[src/rtl/gcd_job_master.sv]
// GCD job master: takes an operand pair, drives an Avalon-MM GCD slave
// (write A, write B, poll status, read result) and returns the result
// through a valid/ready output port. Zero operands are resolved locally.
module gcd_job_master #(
  parameter int unsigned TIMEOUT      = 1023,
  parameter int unsigned READ_LATENCY = 1
) (
  input  logic        clk,
  input  logic        rst,
  input  logic        in_valid,
  output logic        in_ready,
  input  logic [31:0] in_a,
  input  logic [31:0] in_b,
  output logic        out_valid,
  input  logic        out_ready,
  output logic [31:0] out_gcd,
  output logic        out_err,
  output logic [1:0]  avm_address,
  output logic        avm_write,
  output logic        avm_read,
  output logic [31:0] avm_writedata,
  output logic [3:0]  avm_byteenable,
  input  logic [31:0] avm_readdata,
  input  logic        avm_waitrequest,
  output logic        busy,
  output logic [15:0] job_count
);

  localparam int unsigned DATA_W = 32;
  localparam int unsigned ADDR_W = 2;
  localparam int unsigned JOB_W  = 16;
  localparam int unsigned CNT_W  = (TIMEOUT < 2) ? 1 : $clog2(TIMEOUT + 1);

  localparam logic [ADDR_W-1:0] ADDR_OP_A   = 2'd0;
  localparam logic [ADDR_W-1:0] ADDR_OP_B   = 2'd1;
  localparam logic [ADDR_W-1:0] ADDR_RESULT = 2'd2;
  localparam logic [ADDR_W-1:0] ADDR_STATUS = 2'd3;

  // The datapath samples read data in the cycle right after acceptance only.
  if (READ_LATENCY != 1) begin : g_bad_read_latency
    $error("gcd_job_master supports READ_LATENCY == 1 only");
  end

  typedef enum logic [2:0] {
    IDLE, WR_A, WR_B, POLL, POLL_WAIT, RD_RES, RD_WAIT, OUT
  } state_e;

  state_e              state_q, state_d;
  logic [DATA_W-1:0]   a_q, a_d;
  logic [DATA_W-1:0]   b_q, b_d;
  logic [CNT_W-1:0]    cnt_q, cnt_d;
  logic [DATA_W-1:0]   gcd_q, gcd_d;
  logic                err_q, err_d;
  logic [JOB_W-1:0]    job_q, job_d;
  logic                in_ready_q, in_ready_d;
  logic                out_valid_q, out_valid_d;
  logic                busy_q, busy_d;
  logic                wr_q, wr_d;
  logic                rd_q, rd_d;
  logic [ADDR_W-1:0]   addr_q, addr_d;
  logic [DATA_W-1:0]   wdata_q, wdata_d;

  // State and registered outputs; async active-low reset abandons any job.
  always_ff @(posedge clk or negedge rst) begin
    if (!rst) begin
      state_q     <= IDLE;
      a_q         <= '0;
      b_q         <= '0;
      cnt_q       <= '0;
      gcd_q       <= '0;
      err_q       <= 1'b0;
      job_q       <= '0;
      in_ready_q  <= 1'b0;
      out_valid_q <= 1'b0;
      busy_q      <= 1'b0;
      wr_q        <= 1'b0;
      rd_q        <= 1'b0;
      addr_q      <= '0;
      wdata_q     <= '0;
    end else begin
      state_q     <= state_d;
      a_q         <= a_d;
      b_q         <= b_d;
      cnt_q       <= cnt_d;
      gcd_q       <= gcd_d;
      err_q       <= err_d;
      job_q       <= job_d;
      in_ready_q  <= in_ready_d;
      out_valid_q <= out_valid_d;
      busy_q      <= busy_d;
      wr_q        <= wr_d;
      rd_q        <= rd_d;
      addr_q      <= addr_d;
      wdata_q     <= wdata_d;
    end
  end

  // Next state, datapath updates, and output values decoded from the next state.
  always_comb begin
    state_d     = state_q;
    a_d         = a_q;
    b_d         = b_q;
    cnt_d       = cnt_q;
    gcd_d       = gcd_q;
    err_d       = err_q;
    job_d       = job_q;
    in_ready_d  = 1'b0;
    out_valid_d = 1'b0;
    busy_d      = 1'b0;
    wr_d        = 1'b0;
    rd_d        = 1'b0;
    addr_d      = '0;
    wdata_d     = '0;

    case (state_q)
      IDLE: begin
        if (in_valid && in_ready_q) begin
          a_d = in_a;
          b_d = in_b;
          if ((in_a == '0) || (in_b == '0)) begin
            gcd_d   = in_a | in_b;
            err_d   = 1'b0;
            state_d = OUT;
          end else begin
            state_d = WR_A;
          end
        end
      end
      WR_A: begin
        if (!avm_waitrequest) state_d = WR_B;
      end
      WR_B: begin
        if (!avm_waitrequest) begin
          cnt_d   = '0;
          state_d = POLL;
        end
      end
      POLL: begin
        if (!avm_waitrequest) state_d = POLL_WAIT;
      end
      POLL_WAIT: begin
        if (avm_readdata[0]) begin
          state_d = RD_RES;
        end else begin
          cnt_d = cnt_q + CNT_W'(1);
          if (cnt_d == CNT_W'(TIMEOUT)) begin
            gcd_d   = '0;
            err_d   = 1'b1;
            state_d = OUT;
          end else begin
            state_d = POLL;
          end
        end
      end
      RD_RES: begin
        if (!avm_waitrequest) state_d = RD_WAIT;
      end
      RD_WAIT: begin
        gcd_d   = avm_readdata;
        err_d   = 1'b0;
        state_d = OUT;
      end
      OUT: begin
        if (out_ready) begin
          job_d   = job_q + JOB_W'(1);
          state_d = IDLE;
        end
      end
      default: state_d = IDLE;
    endcase

    in_ready_d  = (state_d == IDLE);
    busy_d      = (state_d != IDLE);
    out_valid_d = (state_d == OUT);

    case (state_d)
      WR_A: begin
        wr_d    = 1'b1;
        addr_d  = ADDR_OP_A;
        wdata_d = a_d;
      end
      WR_B: begin
        wr_d    = 1'b1;
        addr_d  = ADDR_OP_B;
        wdata_d = b_d;
      end
      POLL: begin
        rd_d   = 1'b1;
        addr_d = ADDR_STATUS;
      end
      RD_RES: begin
        rd_d   = 1'b1;
        addr_d = ADDR_RESULT;
      end
      default: begin
        wr_d = 1'b0;
        rd_d = 1'b0;
      end
    endcase
  end

  assign in_ready       = in_ready_q;
  assign out_valid      = out_valid_q;
  assign out_gcd        = gcd_q;
  assign out_err        = err_q;
  assign avm_address    = addr_q;
  assign avm_write      = wr_q;
  assign avm_read       = rd_q;
  assign avm_writedata  = wdata_q;
  assign avm_byteenable = 4'hF;
  assign busy           = busy_q;
  assign job_count      = job_q;

endmodule

[config.mk]
export PLATFORM = sky130hd
export DESIGN_NAME = gcd_job_master
export DESIGN_NICKNAME = d
export VERILOG_FILES = /design/src/rtl/gcd_job_master.sv
export SDC_FILE = /design/constraint.sdc
export NUM_CORES = 1
export LEC_CHECK = 0
export ABC_CLOCK_PERIOD_IN_PS = 2750
export CAP_MARGIN = 0
export CORE_AREA = 2 2 138 140
export DETAILED_ROUTE_END_ITERATION = 10
export DIE_AREA = 0 0 140 142
export GPL_TIMING_DRIVEN = 0
export PLACE_DENSITY = 0.66
export RECOVER_POWER = 100
export REMOVE_ABC_BUFFERS = 1
export SETUP_SLACK_MARGIN = 0.05
export SYNTH_ARGS = -nofsm -noshare
export SYNTH_HDL_FRONTEND = slang
export SYNTH_SLANG_ARGS = --single-unit
export TNS_END_PERCENT = 20
[constraint.sdc]
create_clock -name clk -period 2.75 [get_ports clk]
set_input_delay 0.55 -clock clk [delete_from_list [all_inputs] [get_ports clk]]
set_output_delay 0.55 -clock clk [all_outputs]
set_load 0.02 [all_outputs]
; Word level (Yosys, flattened, before mapping)
; Cells that the tools add are included.
[word_totals]
out_inout_bits = 92
wordCells = 80
register_bits = 165
in_bits = 101
[op_classes]
n_reduce_logical = 14
mux = 31
n_eq_ne = 18
n_addsub = 2
bitwise = 1
[op_table]
columns = operator, n
row1 = $mux W32, 8
row2 = $pmux W32 S3, 1
row3 = $logic_not A32 Y1, 2
row4 = $pmux W32 S2, 1
row5 = $or A32 B32 Y32, 1
row6 = $mux W3, 9
row7 = $pmux W3 S8, 1
row8 = $mux W10, 2
row9 = $pmux W10 S2, 1
row10 = $eq A3 B3 Y1 const B, 6
row11 = $add A16 B1 Y16 const B, 1
row12 = $eq A3 B2 Y1 const B, 4
row13 = $add A10 B1 Y10 const B, 1
row14 = $eq A10 B10 Y1 const B, 1
row15 = $ne A2 B2 Y1 const B, 5
row16 = $eq A3 B1 Y1 const B, 2
row17 = $logic_not A3 Y1, 2
row18 = $mux W1, 6
row19 = $pmux W2 S3, 1
row20 = $reduce_bool A3 Y1, 2
row21 = $reduce_and A5 Y1, 1
row22 = $reduce_or A2 Y1, 2
row23 = $pmux W1 S3, 1
row24 = $reduce_and A3 Y1, 1
row25 = other kinds (4), 4

; Depth between registers and ports, before layout
[logic_depth]
ltp_word = 8
ltp_mapped = 9
mapped_depth_nobuf = 7

; Worst setup path after synthesis
; OpenSTA, ideal clock, no wires.
[synth_timing]
path_type = register to register
from = reg cnt_q[0]
to = reg gcd_q[10] (netlist: out_gcd[10])
required_time_ps = 2625
setup_slack_ps = 285
path_buffers = 1
period_less_slack_ps = 2465
setup_ps = 125
stages_incl_launch_ff = 9
t_arrival_ps = 2340
cell_sequence = dfrtp_1 > ha_1 > nand3_1 > or3_4 > a2111oi_4 > o21ai_2 > a22oi_4 > buf_6 > mux2_4
[synth_via]
elab_chain_cells = 4
[synth_rtl]
columns = item, line
row1 = start: declaration, 51  ; logic [CNT_W-1:0] cnt_q, cnt_d;
row2 = start signal: assignment, 84  ; cnt_q <= cnt_d;
row3 = $add A10 B1 Y10, 145  ; cnt_d = cnt_q + CNT_W'(1);
row4 = $eq A10 B10 Y1, 146  ; if (cnt_d == CNT_W'(TIMEOUT)) begin
row5 = $ne A2 B2 Y1 (no source line), n/a
row6 = $reduce_and A5 Y1 (no source line), n/a
row7 = end signal: assignment, 85  ; gcd_q <= gcd_d;
row8 = end: declaration, 52  ; logic [DATA_W-1:0] gcd_q, gcd_d;
; Every way passes these cells.
; A chain may end at the register's enable or synchronous reset.

; Worst setup path after layout
[layout_timing]
from = in in_a[7]
to = reg gcd_q[27] (netlist: out_gcd[27])
[layout_via]
elab_chain_cells = 4
[layout_rtl]
columns = item, line
row1 = start: declaration, 12  ; input logic [31:0] in_a,
row2 = $logic_not A32 Y1, 120  ; if ((in_a == '0) || (in_b == '0)) begin
row3 = $logic_or A1 B1 Y1, 120
row4 = $ne A2 B2 Y1 (no source line), n/a
row5 = $reduce_and A5 Y1 (no source line), n/a
; Every way passes these cells.

==> qor.csv <==
stage,metric,value,unit
outcome,status,"finished, violations left",
outcome,violations,design-rule violations,
sta,fin_crit_sh,0.965,
cells_and_area,fill_cells,1492,
cells_and_area,fin_cells,1045,
power,clockPowerShare,0.217,
sta,fmax,377,MHz
cells_and_area,regArea,4130,um2
clock_network,cts.sinks,165,
clock_network,cts_buffer_depth,2,
critical_path,critPathRequiredTime,3.06,ns
placed_design,hpwlAfterDp,13.9,mm
sta,fin_crit,2.65,ns
power,pwr-share-seq,0.356,
floorplan,start_util,0.400,
power,leakage,0.00444,uW
logic_synthesis,synthTopCellsByCount,"dfrtp_1 (165), mux2_2 (68), nand2_1 (61), a21oi_1 (39), a32o_1 (33)",
logic_synthesis,yosysTopAreaCell,dfrtp_1,
cells_and_area,nets,903,
power,p_total,10700,uW
sta,rsz0062_at_grt,false,
detailed_routing,dr.pass1.iters,10,
detailed_routing,vias,5833,
cells_and_area,multi_input_area,3210,um2
detailed_routing,routedWlPerCell,20.6,um
placed_design,dp_slack,-1.17,ns
logic_synthesis,avgSynthCellArea,12.2,um2
logic_synthesis,ys_seq_area_frac,0.559,
floorplan,die_w,140,um
logic_synthesis,async_flop_share,1.00,
critical_path,r2r_start,state_q[0]$_DFF_PN0_,
detailed_routing,ant_nets,0,
sta,hold_viol,0,
critical_path,rrSetupSlack,0.1,ns
critical_path,crit_path_max_fanout,9,
clock_network,clk_latency,0.42,ns
flow_run,maxCapViolations,0,
floorplan,io_pins,193,
hold_path,min_from,job_count[15]$_DFFE_PN0P_,
sta,setup_ws,0.0968,ns
cells_and_area,drive_above_1_share,0.150,
clock_network,clk_pin_slew,0.06,ns
power,p_int,6770,uW
floorplan,core-area,18500,um2
critical_path,cp-start-kind,primary input,
logic_synthesis,yosysMostFrequentCell,dfrtp_1,
critical_path,worst-setup-path-type,primary input to flop,
grt,grt_pass1_vias,6014,
cells_and_area,area_delta_synth_final,40.6,%
floorplan,design.die.area,19900,um2
grt,antenna_found_initial,0,
logic_synthesis,syn_area,7390,um2
logic_synthesis,netlist_instances,607,
clock_network,htree_levels,4,
sta,relSlewSlack,0.192,
detailed_routing,route.detailed.drc,11,
logic_synthesis,yosysTopAreaCellShare,0.559,
logic_synthesis,yosys_warnings,0,
logic_synthesis,synth.distinct_cells,50,
power,ir_drop,0.579,mV
grt,grt_max_degree,130,
critical_path,end_kind,flop,
hold_path,hp-class,flop to flop,
sta,fin_skew,0.0114,ns
critical_path,worstRegToRegCells,6,
power,p_sw,3920,uW
grt,grtUsageTotal,0.221,
detailed_routing,drtIter0Drc,386,
grt,grt.overflow.total,0,
clock_network,cts_tree,built,
detailed_routing,totalWireLength,21.5,mm
logic_synthesis,synth_edf_count,0,
grt,grt_pass1_wl,33.7,mm
critical_path,cp.arrival,2.96,ns
sta,holdWs,0.467,ns
sta,setup_tns,0,ns
floorplan,rows,50,
sta,final-setup-viol-count,0,
power,p_comb_frac,0.428,
hold_path,hold-path-cell-count,1,
power,power.density,1030,nW/um2
power,swShare,0.367,
placed_design,placed_cells,998,
sta,worst_pin_slew,1.21,ns
floorplan,die_h,142,um
clock_network,cts-root-buf,clkbuf_16,
clock_network,numCtsBuffers,17,
sta,slew_violations,0,
critical_path,r2r-end,out_gcd[27]$_DFFE_PN0P_,
logic_synthesis,synth.ff_latch_count,165,
cells_and_area,antenna_cells,0,
placed_design,gp_congestion,0.799,
logic_synthesis,yosys_most_used_dff,dfrtp_1,
hold_path,min_to,job_count[15]$_DFFE_PN0P_,
logic_synthesis,synth_area_leaders,"dfrtp_1 (56%), mux2_2 (10%), mux2_4 (6.1%)",
placed_design,numPortBuffers,188,
detailed_routing,viasPerCell,5.58,
-- layout make-up --
class / instances / share of cell area
flip-flops and latches: 165 / 0.398
multi-input cells: 404 / 0.309
repair buffers: 208 / 0.209
clock buffers: 19 / 0.0436
well taps: 234 / 0.0282
clock inverters: 12 / 0.0116
inverters: 3 / 0.00108
-- power by group through the flow --
stage	sequential, uW	clock, uW	combinational [uW]
final	3800	2320	4570
after global routing	3900	2480	4890
after CTS	3830	2370	4930
after detailed placement	3900	0	4680
after global placement	3860	0	4280
after floorplan	4270	0	2180
-- how the worst max path moves through the flow --
stage | start | endpoint | slack (ns) | depth (start not counted)
after global placement | rst | job_count[10]$_DFFE_PN0P_ | -5.36 | 1
final | in_a[7] | out_gcd[27]$_DFFE_PN0P_ | 0.1 | 8
after floorplan | state_q[2]$_DFF_PN0_ | out_gcd[0]$_DFFE_PN0P_ | -2.20 | 4
after detailed placement | in_a[7] | out_gcd[0]$_DFFE_PN0P_ | -1.17 | 9
after CTS | state_q[2]$_DFF_PN0_ | out_gcd[0]$_DFFE_PN0P_ | 0.05 | 7
after global routing | in_a[3] | out_gcd[14]$_DFFE_PN0P_ | 0.04 | 8
-- state kept, by name, summed over array words and instances, names as in the netlist, 2 cells and up --
name and cells:
a_q 32, avm_writedata 32, cnt_q 10, avm_address 2, b_q 32, state_q 3, job_count 16, out_gcd 32
-- metal layers --
layer | track usage | wire, um | share of wire | vias to the layer above
met5 | 0 | 0 | 0 | -
met4 | 0.0819 | 481 | 0.022 | 0
met3 | 0.0643 | 1580 | 0.073 | 40
met2 | 0.360 | 10400 | 0.48 | 233
met1 | 0.283 | 9050 | 0.42 | 2950
li1 | - | - | - | 2610
-- worst max-delay path, stage by stage --
cell	delay, ns
clkdlybuf4s50_1	0.52
nor4_4	0.37
nand4_1	0.24
o22ai_4	0.24
nand2b_1	0.15
a22oi_4	0.18
buf_2	0.37
mux2_4	0.34
-- cell families after synthesis --
kind of cell | synth area share
simple gates | 0.113
flops | 0.559
compound gates | 0.108
mux | 0.165
buf+inv | 0.0283
xor+xnor | 0.0225
fa+ha+maj | 0.00508
other cells | 0.000507
-- repair_timing --
item                       in CTS  in global routing
hold buffers                    1                  0
setup endpoints to repair      69                 14
buffers inserted                7                  5
pin swaps                       4                  3
hold endpoints to repair       36                  0
resized for setup              20                  1
gates cloned                    3                  0
-- placed cells by master, fill, tap and decap left out, types with 3 or more instances in the layout --
cell type	instances
clkdlybuf4s50_1	97
o21ai_0	15
nor2_1	12
nand2_1	61
nand2b_1	3
xor2_1	4
mux2_2	31
nor4_4	5
nor2b_1	4
nand4_1	10
buf_12	4
inv_1	3
inv_6	4
dlygate4sd3_1	91
and2_1	4
nor3_1	32
mux2_1	53
mux2_4	14
conb_1	4
a32o_1	33
clkinvlp_4	4
clkbuf_16	18
a21oi_1	39
and3_1	3
xnor2_1	15
o31ai_1	3
nor4_1	6
buf_16	3
dfrtp_1	164
buf_4	8
nand3_1	13
nor4_2	5
-- per-stage QoR --
step	cell area, um2	utilization
6_report	10400	0.563
5_1_grt	10400	0.563
4_1_cts	10400	0.565
3_5_place_dp	9610	0.521
3_3_place_gp	9380	0.508
2_1_floorplan	7200	-
(Power assumes the default switching activity.)
